<file path="config.mk">
export PLATFORM = sky130hd
export DESIGN_NAME = qspi_target
export DESIGN_NICKNAME = d
export VERILOG_FILES = /design/src/rtl/qspi_target.sv
export SDC_FILE = /design/constraint.sdc
export NUM_CORES = 1
export LEC_CHECK = 0
export CELL_PAD_IN_SITES_DETAIL_PLACEMENT = 1
export CELL_PAD_IN_SITES_GLOBAL_PLACEMENT = 1
export CORE_ASPECT_RATIO = 1.75
export CORE_MARGIN = 8
export CORE_UTILIZATION = 40
export CTS_CLUSTER_SIZE = 8
export DETAILED_ROUTE_END_ITERATION = 16
export GPL_TIMING_DRIVEN = 0
export HOLD_SLACK_MARGIN = 0.08
export PLACE_DENSITY = 0.77
export SETUP_SLACK_MARGIN = 0.3
export SLEW_MARGIN = 30
export SYNTH_ARGS = -nofsm -noshare
export SYNTH_HDL_FRONTEND = slang
export SYNTH_SLANG_ARGS = --single-unit
export TNS_END_PERCENT = 50
</file>
<file path="constraint.sdc">
create_clock -name PCLK -period 2.5 [get_ports PCLK]
set_clock_uncertainty 0.15 [all_clocks]
set_input_delay 0.25 -clock PCLK [delete_from_list [all_inputs] [get_ports PCLK]]
set_output_delay 0.25 -clock PCLK [all_outputs]
set_load 0.05 [all_outputs]
</file>
<file path="src/rtl/qspi_target.sv">
// qspi_target: a QSPI responder that runs entirely in the PCLK domain.
// SCLK, CS_N and the IO lines are oversampled. The block decodes 1/2/4-bit
// read and write frames and serves them from a small byte memory that can
// also be read through a debug port.
module qspi_target #(
  parameter int AW        = 4,
  parameter int DUMMY_CYC = 4
) (
  input  logic          PCLK,
  input  logic          PRESET,
  input  logic          SCLK,
  input  logic          CS_N,
  input  logic [3:0]    QSPI_QIN,
  output logic [3:0]    QSPI_QOUT,
  output logic [3:0]    QSPI_QOE,
  input  logic [AW-1:0] dbg_addr,
  output logic [7:0]    dbg_data,
  output logic          busy,
  output logic          cmd_err,
  output logic          xfer_done
);

  typedef enum logic [2:0] {
    S_IDLE, S_CMD, S_ADDR, S_DUMMY, S_RD, S_WR, S_ERR
  } state_t;

  // When DUMMY_CYC is 0 the DUMMY state is never entered, so the wrapped value is harmless.
  localparam logic [7:0] DUMMY_LAST = 8'(DUMMY_CYC - 1);

  // Bit 0 = first sync stage, bit 1 = second stage, bit 2 = previous synced value.
  logic [2:0] sclk_s_q;
  logic [2:0] cs_s_q;
  logic [3:0] qin_s1_q, qin_s2_q;
  logic       sclk_rise, sclk_fall, cs_rise, cs_fall;

  state_t        state_q, state_d;
  logic [7:0]    cnt_q, cnt_d;
  logic [6:0]    sh_q, sh_d;
  logic [AW-1:0] addr_q, addr_d;
  logic [1:0]    wid_q, wid_d;     // 0: 1-bit, 1: 2-bit, 2: 4-bit
  logic          rd_q, rd_d;
  logic          err_q, err_d;
  logic [3:0]    qout_q, qout_d;
  logic [3:0]    qoe_q, qoe_d;
  logic          done_q, done_d;

  logic [7:0] mem_q [2**AW];
  logic       mem_we;

  logic [7:0] byte_in1, byte_inw, rd_byte;
  logic [2:0] shamt;
  logic [3:0] rd_top, rd_chunk, rd_oe;
  logic       last_chunk, op_valid, op_rd;
  logic [1:0] op_wid;

  // Two-stage synchronisers, plus one more flop that feeds the edge detectors.
  always_ff @(posedge PCLK) begin
    if (PRESET) begin
      sclk_s_q <= 3'b000;
      cs_s_q   <= 3'b111;
      qin_s1_q <= 4'h0;
      qin_s2_q <= 4'h0;
    end else begin
      sclk_s_q <= {sclk_s_q[1:0], SCLK};
      cs_s_q   <= {cs_s_q[1:0], CS_N};
      qin_s1_q <= QSPI_QIN;
      qin_s2_q <= qin_s1_q;
    end
  end

  assign sclk_rise = sclk_s_q[1] & ~sclk_s_q[2];
  assign sclk_fall = ~sclk_s_q[1] & sclk_s_q[2];
  assign cs_rise   = cs_s_q[1] & ~cs_s_q[2];
  assign cs_fall   = ~cs_s_q[1] & cs_s_q[2];

  // Datapath helpers: incoming bytes, the outgoing read chunk, and opcode decode.
  always_comb begin
    byte_in1 = {sh_q, qin_s2_q[0]};
    case (wid_q)
      2'd0:    byte_inw = {sh_q, qin_s2_q[0]};
      2'd1:    byte_inw = {sh_q[5:0], qin_s2_q[1:0]};
      default: byte_inw = {sh_q[3:0], qin_s2_q};
    endcase
    rd_byte = mem_q[addr_q];
    case (wid_q)
      2'd0:    begin shamt = cnt_q[2:0];        last_chunk = (cnt_q == 8'd7); end
      2'd1:    begin shamt = {cnt_q[1:0], 1'b0}; last_chunk = (cnt_q == 8'd3); end
      default: begin shamt = {cnt_q[0], 2'b00};  last_chunk = (cnt_q == 8'd1); end
    endcase
    rd_top = 4'((rd_byte << shamt) >> 4);
    case (wid_q)
      2'd0:    begin rd_chunk = {2'b00, rd_top[3], 1'b0}; rd_oe = 4'b0010; end
      2'd1:    begin rd_chunk = {2'b00, rd_top[3:2]};     rd_oe = 4'b0011; end
      default: begin rd_chunk = rd_top;                   rd_oe = 4'b1111; end
    endcase
    op_valid = 1'b1;
    op_rd    = 1'b0;
    op_wid   = 2'd0;
    case (byte_in1)
      8'h03: begin op_rd = 1'b1; op_wid = 2'd0; end
      8'h3B: begin op_rd = 1'b1; op_wid = 2'd1; end
      8'h6B: begin op_rd = 1'b1; op_wid = 2'd2; end
      8'h02: op_wid = 2'd0;
      8'hA2: op_wid = 2'd1;
      8'h32: op_wid = 2'd2;
      default: op_valid = 1'b0;
    endcase
  end

  // Frame sequencer: next state, counters, output drive and memory write enable.
  always_comb begin
    state_d = state_q;
    cnt_d   = cnt_q;
    sh_d    = sh_q;
    addr_d  = addr_q;
    wid_d   = wid_q;
    rd_d    = rd_q;
    err_d   = err_q;
    qout_d  = qout_q;
    qoe_d   = qoe_q;
    done_d  = 1'b0;
    mem_we  = 1'b0;
    if (cs_fall) begin
      // A fall while a frame is open acts as a close followed by a new open.
      done_d  = (state_q != S_IDLE);
      state_d = S_CMD;
      cnt_d   = 8'd0;
      sh_d    = 7'd0;
      err_d   = 1'b0;
      qout_d  = 4'h0;
      qoe_d   = 4'h0;
    end else if (cs_rise) begin
      // The frame closes here, so any SCLK rise in this same cycle is ignored.
      done_d  = (state_q != S_IDLE);
      state_d = S_IDLE;
      cnt_d   = 8'd0;
      qout_d  = 4'h0;
      qoe_d   = 4'h0;
    end else begin
      case (state_q)
        S_CMD: if (sclk_rise) begin
          sh_d  = byte_in1[6:0];
          cnt_d = cnt_q + 8'd1;
          if (cnt_q == 8'd7) begin
            cnt_d = 8'd0;
            rd_d  = op_rd;
            wid_d = op_wid;
            if (op_valid) state_d = S_ADDR;
            else begin
              state_d = S_ERR;
              err_d   = 1'b1;
            end
          end
        end
        S_ADDR: if (sclk_rise) begin
          sh_d  = byte_in1[6:0];
          cnt_d = cnt_q + 8'd1;
          if (cnt_q == 8'd7) begin
            cnt_d  = 8'd0;
            addr_d = byte_in1[AW-1:0];
            if (!rd_q)              state_d = S_WR;
            else if (DUMMY_CYC > 0) state_d = S_DUMMY;
            else                    state_d = S_RD;
          end
        end
        S_DUMMY: if (sclk_rise) begin
          cnt_d = cnt_q + 8'd1;
          if (cnt_q == DUMMY_LAST) begin
            cnt_d   = 8'd0;
            state_d = S_RD;
          end
        end
        S_RD: if (sclk_fall) begin
          qout_d = rd_chunk;
          qoe_d  = rd_oe;
          cnt_d  = cnt_q + 8'd1;
          if (last_chunk) begin
            cnt_d  = 8'd0;
            addr_d = addr_q + AW'(1);
          end
        end
        S_WR: if (sclk_rise) begin
          sh_d  = byte_inw[6:0];
          cnt_d = cnt_q + 8'd1;
          if (last_chunk) begin
            cnt_d  = 8'd0;
            mem_we = 1'b1;
            addr_d = addr_q + AW'(1);
          end
        end
        default: ;
      endcase
    end
  end

  // State and control registers.
  always_ff @(posedge PCLK) begin
    if (PRESET) begin
      state_q <= S_IDLE;
      cnt_q   <= 8'd0;
      sh_q    <= 7'd0;
      addr_q  <= '0;
      wid_q   <= 2'd0;
      rd_q    <= 1'b0;
      err_q   <= 1'b0;
      qout_q  <= 4'h0;
      qoe_q   <= 4'h0;
      done_q  <= 1'b0;
    end else begin
      state_q <= state_d;
      cnt_q   <= cnt_d;
      sh_q    <= sh_d;
      addr_q  <= addr_d;
      wid_q   <= wid_d;
      rd_q    <= rd_d;
      err_q   <= err_d;
      qout_q  <= qout_d;
      qoe_q   <= qoe_d;
      done_q  <= done_d;
    end
  end

  // Byte memory: cleared by reset and written when a write byte completes.
  always_ff @(posedge PCLK) begin
    if (PRESET) begin
      for (int i = 0; i < 2**AW; i++) mem_q[i] <= 8'h00;
    end else if (mem_we) begin
      mem_q[addr_q] <= byte_inw;
    end
  end

  assign dbg_data  = mem_q[dbg_addr];
  assign busy      = (state_q != S_IDLE);
  assign cmd_err   = err_q;
  assign xfer_done = done_q;
  assign QSPI_QOUT = qout_q;
  assign QSPI_QOE  = qoe_q;

endmodule

</file>
==> reports/metrics.yaml <==
outcome:
  status: "finished with violations"
  violations: "negative setup slack"
cts:
  htreeDepth: 4
  insertion_delay_ns: 0.45
  cts_tree: "done"
  cts-root-buf: "clkbuf_16"
  clock_sinks: 180
  path_clk_slew_ns: 0.07
  clockBufferDepth: 2
  cts_buffers: 17
critical_path:
  required_ns: 2.70
  arrival_ns: 2.82
  crit_chain: "or4_4 > or4b_4 > nor3_4 > nand3_4 > buf_6 > nor4_4 > a21oi_2 > nor2_1"
  critical_path.max_fanout: 5
  startpoint_type: "register"
  cpPeakStageDelay_ns: 0.56
  crit_type: "register to register"
  cpMaxStageDelayCell: "or4b_4"
  end_kind: "register"
sta:
  slew_headroom_pct: 42.8
  final_max_slew_viol_count: 0
  fin_crit_sh_pct: 105
  finalCriticalPeriod_ns: 2.62
  rsz0062_at_grt: "true"
  setup_viol: 9
  finalWorstSetupSlack_ns: -0.117
  worst_slew_pin_slew_ns: 0.857
  finalHoldViolCount: 0
  max_freq_ghz: 0.382
place:
  hpwl_mm: 23.3
  gp_congestion: 0.964
  numPortBuffers: 27
  placedInstanceArea_sq_mm: 0.0104
logic_synthesis:
  synth_seq_cells: 180
  async_reset_ff_share_pct: 0
  synth.distinct_cells: 67
  postSynthAreaPerCell_sq_um: 11.6
  synth_area_sq_mm: 0.00946
  synth_cells: 814
  synth-edff-count: 128
  synth_fp_nets: 834
  yosys_warnings: 0
  yosysSeqAreaShare_pct: 51.6
  yosys_most_used_dff: "edfxtp_1"
detailed_routing:
  met1_length_mm: 10.8
  drtPass1Iterations: 7
  vias: 7331
  topRoutingLayerUsed: "met4"
  routed_wl_mm: 33.2
  drt_iter0_markers: 548
  routed_via_density: 5.99
  drcViolationCount: 0
  ant_nets: 0
  wl_met2_mm: 17.9
  wl_met3_mm: 1.35
  post_drt_wl_per_cell_um: 27.1
finish:
  final_common_cell: "nor2_1"
  stdcell_area_sq_mm: 0.0121
  nets: 927
  layout_common_cells: "161 x nor2_1, 128 x edfxtp_1, 61 x mux4_2"
  antenna-diode-count: 0
  drive_gt1_share_pct: 33.6
  syn2layout_area_growth_pct: 27.7
floorplan:
  die_w_um: 132
  die_h_um: 219
  die_area_sq_mm: 0.0290
  core_sq_mm: 0.0233
  io_pins: 31
  start_util_pct: 40.6
  rows: 74
power_and_ir_drop:
  pwr-share-clk_pct: 40.4
  peakVddDrop_uv: 463
  p_total_uw: 6530
  p_leak_uw: 0.00405
  combPwrFrac_pct: 8.8
  p_int_uw: 4910
  p_sw_share_pct: 24.7
  p_sw_uw: 1610
  p_per_area_mw_per_mm2: 540
  pwr-share-seq_pct: 50.7
grt:
  first_global_vias: 8000
  grt_overflow_total: 0
  grt_pass1_wl_mm: 49.2
  grt_max_degree: 17
  antenna_found_initial: 0
  track_usage_pct: 23.1
min_path:
  min_path_type: "input pin to register"
flow_run:
  drv_cap: 0
sequential cells by signal, indices dropped and copies added, names as in the netlist, named ones only:
signal / cells
QSPI_QOE: 3
state_q: 3
qin_s2_q: 4
QSPI_QOUT: 4
addr_q: 4
qin_s1_q: 4
sclk_s_q: 3
cnt_q: 8
wid_q: 2
xfer_done: 1
mem_q: 128
rd_q: 1
cs_s_q: 3
sh_q: 7
cmd_err: 1
power groups by stage:
stage                     combinational [uW]  sequential, uW  clock [uW]
after global placement                   500            3370           0
final                                    577            3310        2640
after detailed placement                 508            3380           0
after floorplan                          337            3360           0
after CTS                                557            3310        2660
after global routing                     601            3320        2760
through the flow:
stage / util [%] / TNS [ns] / hold WS, ns / std cells / worst slack (ns)
CTS: 50.7 / -0.279 / 0.186 / 1212 / -0.0939
finish: 51.8 / -0.272 / 0.200 / 1224 / -0.117
floorplan: - / 0 / 0.204 / 814 / 0.169
global placement: 44.7 / -56.27 / 0.243 / 1145 / -1.09
global route: 51.8 / -1.62 / 0.202 / 1224 / -0.125
detailed placement: 44.7 / -65.24 / 0.253 / 1145 / -1.14
per-layer routing:
metal	track usage (%)	up-vias
met5	0	-
met2	43.2	258
met3	4.47	137
li1	-	3205
met4	20.9	0
met1	20.7	3731
worst max-delay path, delay by kind of cell (launching register included):
kind | cells | cell delay, ns
flip-flops | 1 | 0.36
AO/OA/AOI/OAI | 1 | 0.05
buffers and inverters | 1 | 0.15
AND/OR/NAND/NOR | 6 | 1.80
final timing paths:
| check | from | endpoint | slack, ns | cells after the start |
|---|---|---|---|---|
| setup / recovery | cnt_q[4] | wid_q[1] | -0.12 | 8 |
| hold / removal | SCLK | sclk_s_q[0] | 0.20 | 2 |
| setup reg to reg | cnt_q[4] | wid_q[1] | -0.12 | 8 |
| hold reg to reg | cs_s_q[0] | cs_s_q[1] | 0.27 | 1 |
Yosys cell counts (all sizes together), types with 2 or more instances:
cell / n / share of area, %
and2: 5 / 0.33
nand2b: 22 / 1.5
nand3b: 3 / 0.24
nor4: 3 / 0.20
nand3: 17 / 1.0
mux4: 61 / 15
o211a: 3 / 0.40
o22ai: 2 / 0.13
mux2i: 41 / 4.3
inv: 8 / 0.32
a211oi: 5 / 0.40
edfxtp: 128 / 41
ha: 8 / 1.1
xor2: 4 / 0.37
a22oi: 8 / 0.69
buf: 20 / 1.1
a2111oi: 2 / 0.38
nor2b: 19 / 1.3
or4b: 3 / 0.36
mux2: 3 / 0.36
a311oi: 2 / 0.19
o21ai: 24 / 1.3
or4: 2 / 0.16
nand2: 50 / 2.0
nor3: 15 / 0.91
nand4: 6 / 0.40
or3: 7 / 0.46
a31oi: 5 / 0.33
o31ai: 2 / 0.16
o32ai: 2 / 0.19
o21a: 4 / 0.32
a21oi: 19 / 1.0
nor2: 175 / 7.0
clkbuf: 41 / 1.6
dfxtp: 52 / 11
and3: 9 / 0.60
a221oi: 4 / 0.37
clkinv: 2 / 0.079
a21boi: 2 / 0.16
nor3b: 2 / 0.16
or2: 4 / 0.26
o211ai: 6 / 0.48
area by class of cell:
type	instances	area, sq um
inverter	10	41.3
clock buffer	18	439
buffer	61	498
tap	304	380
multi-input combinational	563	5020
sequential	180	4900
clock inverter	14	129
timing repair buffer	74	673
fill	2418	11200
timing repair:
| item | CTS | global route |
|---|---|---|
| gates resized for setup | 209 | 44 |
| pin swaps | 27 | 21 |
| setup buffers | 35 | 12 |
| hold buffers | 0 | 0 |
| setup endpoints to repair | 299 | 299 |
kinds of logic (layout without fill, tap and decap cells):
family / count (synthesis) / in the layout / synth area share, %
xor gates and xnor gates: 5 / 5 / 0.463
and+or+nand+nor: 346 / 346 / 17.2
DFF: 180 / 180 / 51.6
buffers and inverters: 71 / 177 / 3.13
adders and majority gates: 8 / 8 / 1.06
AOI/OAI and AO/OA: 99 / 99 / 7.33
muxes: 105 / 105 / 19.2
Note: power is estimated with default switching activity, not from simulation.
==> variant 1: new RTL, same settings <==
Re-encode `state_t` (7 states) as one-hot, 7 bits wide.
--- a/src/rtl/qspi_target.sv
+++ b/src/rtl/qspi_target.sv
@@ -20,8 +20,8 @@
   output logic          xfer_done
 );
 
-  typedef enum logic [2:0] {
-    S_IDLE, S_CMD, S_ADDR, S_DUMMY, S_RD, S_WR, S_ERR
+  typedef enum logic [6:0] {
+    S_IDLE = 7'b0000001, S_CMD = 7'b0000010, S_ADDR = 7'b0000100, S_DUMMY = 7'b0001000, S_RD = 7'b0010000, S_WR = 7'b0100000, S_ERR = 7'b1000000
   } state_t;
 
   // When DUMMY_CYC is 0 the DUMMY state is never entered, so the wrapped value is harmless.
Check against the original RTL: no difference found for any inputs over 10 cycles, from zero or initial values and one cycle with PRESET high; not proved beyond that.
==> variant 1 against the original RTL <==
- the flow still finishes with violations (setup timing)
- count of clock-buffer cells in the layout is 1 lower
- sequential cell count is 4 higher
- area after synthesis is 3.6% higher
- routed wire length is 17% higher
- clock power is 2% lower
- synthesized cell count is 3.1% higher
- total power is 0.58% higher
- setup slack worse by 0.019 ns
- final area is 10% higher
- largest cell class unchanged
- largest power group unchanged
- highest routed layer unchanged
==> variant 1: results (changes against the original RTL) <==
Worst setup margin -> -0.136 ns (-0.0188 ns)
Data arrival, critical path -> 2.64 ns (-0.18 ns)
Worst Path Max Fanout -> 8 (+3)
Hold path start -> QSPI_QIN[2]
Layout cells sized above 1 -> 0.449 (+0.113)
Leakage -> 4.37 nW (+8.0%)
Slew of the pin with the lowest slew margin -> 0.831 ns (-0.0261 ns)
Global-route wire length before repair -> 53.6 mm (+8.8%)
Met2 routed WL -> 20.9 mm (+16%)
Post-CTS sizing -> 314 (+50%)
Setup_tns -> -9.99 ns (-9.71 ns)
M1 WL -> 12.5 mm (+16%)
Met2 usage -> 0.437 (+0.00563)
Setup Viol. Count Final -> 185 (+176)
Fillers -> 2429 (+0.45%)
GP Congestion -> 0.909 (-5.8%)
Vias in the first global route -> 8405 (+5.1%)
Setup bufs post-CTS -> 43 (+23%)
Area contributors post-synth -> edfxtp_1 (39%), mux4_2 (16%), dfxtp_1 (11%)
Area after DPL -> 10800 µm² (+3.4%)
Worst skew pair latency -> 0.47 ns (+0.02 ns)
Violated checks -> setup timing
Worst setup startpoint -> cnt_q[7]$_SDFFE_PP0P_
Final HPWL DP -> 25.2 mm (+8.1%)
DR vias/cell -> 6.22 (+3.9%)
WL per Instance -> 30.3 µm (+11%)
Grt met3 use -> 0.0505 (+0.00576)
Cell variety after synth -> 65 (-3.0%)
Worst hold slack -> 0.189 ns (-0.0108 ns)
Met3 routed WL -> 2.00 mm (+48%)
Status -> complete, but fails checks
Regs by FF count -> mem_q: 128 flops, cnt_q: 8 flops
Register area share after synthesis -> 0.506 (-0.00988)
GRT Total Usage -> 0.246 (+0.0149)
P_int -> 0.00484 W (-1.5%)
Syn avg cell area -> 11.7 µm² (+0.54%)
==> variant 1: changes by cell type after synthesis, sizes merged, moves of 6 or more <==
cell and delta:
buf +6, inv +11, mux2i -9, mux4 +10, a21oi +9, o21ai -7
nand2 -11, nor2 +7
==> variant 1: layout make-up <==
cell class | count | area (µm²) | share of cell area
multi-input combinational | 569 | 5740 | 0.431
inverter | 20 | 75.1 | 0.00563
clock buffer | 17 | 425 | 0.0319
clock inverter | 15 | 103 | 0.00770
timing repair buffer | 104 | 1020 | 0.0764
sequential | 184 | 4990 | 0.374
buffer | 66 | 586 | 0.0439
antenna | 1 | 2.50 | 0.000188
tap | 312 | 390 | 0.0293
==> variant 1: kinds of logic after synthesis <==
family                   share of synthesized area
XOR/XNOR                                   0.00983
AO/OA/AOI/OAI                               0.0703
buffers and inverters                       0.0357
AND/OR/NAND/NOR                              0.168
multiplexers                                 0.199
flip-flops                                   0.506
adder cells (fa/ha/maj)                     0.0102
==> variant 2: new RTL, config.mk and constraints unchanged <==
Made on the original files. The parameter `AW` goes from 4 to 3.
--- a/src/rtl/qspi_target.sv
+++ b/src/rtl/qspi_target.sv
@@ -3,7 +3,7 @@
 // read and write frames and serves them from a small byte memory that can
 // also be read through a debug port.
 module qspi_target #(
-  parameter int AW        = 4,
+  parameter int AW        = 3,
   parameter int DUMMY_CYC = 4
 ) (
   input  logic          PCLK,
Interface: changed (resized dbg_addr); port bits go from 31 to 30. No check against the original RTL was run, so the function may have changed too.
==> variant 2 against the original RTL <==
- sequential power down 37%
- combinational power down 31%
- via count down 29%
- critical endpoint is now mem_q[5][6]$_SDFFCE_PN0P_
- worst hold slack gained 0.034 ns
- setup slack gained 0.20 ns
- total power is 21% lower
- sequential cell count is 66 lower
- first-iteration DRC count decreased by 47%
- highest routed layer unchanged
- area after synthesis is 35% lower
- routed wire length is 36% lower
- final area down 33%
==> variant 2: results (changes against the original RTL) <==
Status -> complete, no violations
Final HPWL DP -> 14.3 mm (-39%)
GRT met1 Usage -> 0.203 (-0.00413)
Hold Path Stages -> 2 (unchanged)
Drt total wl -> 21.3 mm (-36%)
Slew of the pin with the lowest slew margin -> 0.883 ns (+0.0266 ns)
Fillers -> 1653 (-32%)
Synth warn -> 0 (unchanged)
Largest net degree at the start of global routing -> 17 (unchanged)
Initial antenna violation count -> 0 (unchanged)
R2r endpoint -> mem_q[5][6]$_SDFFCE_PN0P_
Port Buffers -> 26 (-3.7%)
Number of flops mapped to enable cells by yosys -> 64 (-50%)
FF-to-FF path depth -> 9 (+1)
Worst Path Max Fanout -> 9 (+4)
Cell variety after synth -> 68 (+1.5%)
Worst skew pair latency -> 0.42 ns (-0.03 ns)
DR vias -> 5192 (-29%)
Layout net count -> 684 (-26%)
First-pass DRT Iterations -> 4 (-3)
Layout cells sized above 1 -> 0.302 (-0.0334)
Reg-to-reg slack, setup -> 0.08 ns (+0.20 ns)
Regs by FF count -> mem_q: 64 flops, cnt_q: 8 flops, sh_q: 7 flops
Leakage -> 2.71 nW (-33%)
Area contributors post-synth -> edfxtp_1 (31%), dfxtp_1 (16%), mux4_2 (8.1%)
Min-Delay Endpoint -> qin_s1_q[1]$_SDFF_PP0_
Register area share after synthesis -> 0.478 (-0.0379)
Hold path start -> QSPI_QIN[1]
Hold WC Path Type -> in2reg
Clock Tree Root -> clkbuf_16
Data arrival, critical path -> 2.38 ns (-0.44 ns)
Syn_nets -> 607 (-27%)
CP max-delay cell -> or3b_1
H-tree Lvls -> 4 (unchanged)
Slowest cell delay on critical path -> 0.44 ns (-0.12 ns)
Clk buf depth -> 2 (unchanged)
Delay-heaviest family, CP -> simple AND/OR/NAND/NOR gates
Top post-synthesis cells by count -> nor2_1 (110), edfxtp_1 (64), dfxtp_1 (50)
GP Congestion -> 0.905 (-6.2%)
TritonCTS buffer count -> 17 (unchanged)
Synth async-reset ratio -> 0 (unchanged)
Worst R2R Start -> cnt_q[1]$_SDFFE_PP0P_
Met2 usage -> 0.407 (-0.0247)
Maxcap violations -> 0 (unchanged)
Clock slew at reported path FFs -> 0.06 ns
Vias in the first global route -> 5775 (-28%)
GRT Total Usage -> 0.223 (-0.00774)
VDD IR-drop max -> 445 µV (-3.9%)
Global-route wire length before repair -> 32.9 mm (-33%)
1st-iter DRT viols -> 291 (-47%)
Grt met3 use -> 0.0484 (+0.00366)
Antenna Cells -> 0 (unchanged)
[variant 2: final cells by class]
type                            instances  share of cell area
Buffer                                 43              0.0410
Clock buffer                           17              0.0528
Clock inverter                         15              0.0259
Inverter                                8             0.00373
Multi-Input combinational cell        426               0.412
Sequential cell                       114               0.365
Tap cell                              186              0.0289
Timing Repair Buffer                   58              0.0707
[variant 2: logic make-up after synthesis]
family | synth area share
AND/OR/NAND/NOR | 0.208
buffers and inverters | 0.0379
flip-flops | 0.478
XOR/XNOR | 0.00860
AO/OA/AOI/OAI | 0.101
adder cells (fa/ha/maj) | 0.0102
multiplexers | 0.156
[variant 2: worst register-to-register path, cell delays in order (launching register included)]
cell and delay (ns):
dfxtp_4 0.36, inv_2 0.07, ha_1 0.16, nand2_1 0.09
a21oi_2 0.18, o21a_4 0.18, nand4_1 0.18, or3b_1 0.44
buf_6 0.18, nand2_8 0.12
[variant 2: per-stage QoR]
step / hold WS, ns / worst slack, ns / instance area (µm²) / setup TNS, ns / cells
4_1_cts: 0.224 / 0.178 / 7970 / 0 / 864
5_1_grt: 0.236 / 0.0231 / 8050 / 0 / 867
3_3_place_gp: 0.243 / -0.540 / 6760 / -9.83 / 803
2_1_floorplan: 0.204 / 0.305 / 6260 / 0 / 591
3_5_place_dp: 0.248 / -0.559 / 6760 / -15.19 / 803
6_report: 0.234 / 0.0818 / 8050 / 0 / 867
[variant 2: how the worst max path moves through the flow]
stage                     slack [ns]  cells past startpoint             startpoint                   endpoint
after CTS                       0.18                      7  cnt_q[6]$_SDFFE_PP0P_  mem_q[0][5]$_SDFFCE_PN0P_
after floorplan                 0.30                      9   cs_s_q[1]$_SDFF_PP1_  mem_q[2][0]$_SDFFCE_PN0P_
after detailed placement       -0.56                      5            dbg_addr[0]                dbg_data[1]
final                           0.08                      9  cnt_q[1]$_SDFFE_PP0P_  mem_q[5][6]$_SDFFCE_PN0P_
after global routing            0.02                      9  cnt_q[1]$_SDFFE_PP0P_  mem_q[5][6]$_SDFFCE_PN0P_
after global placement         -0.54                      5            dbg_addr[0]                dbg_data[5]
[variant 2: repair_timing]
action / 4_1_cts / 5_1_grt
hold buffers: 0 / 0
gates cloned: 1 / 0
pin swaps: 24 / 6
buffers inserted: 28 / 3
endpoints found under the setup margin: 161 / 164
gates resized for setup: 126 / 19
[variant 2: per-layer routing]
layer | up-vias | wire (µm)
li1 | 2319 | -
met1 | 2605 | 7110
met2 | 172 | 11900
met5 | - | 0
met4 | 0 | 1590
met3 | 96 | 771
[variant 2: power by group]
| part | internal [W] | switching, W |
|---|---|---|
| registers | 0.00204 | 0.0000449 |
| logic | 0.000162 | 0.000236 |
| clock network | 0.00168 | 0.000967 |
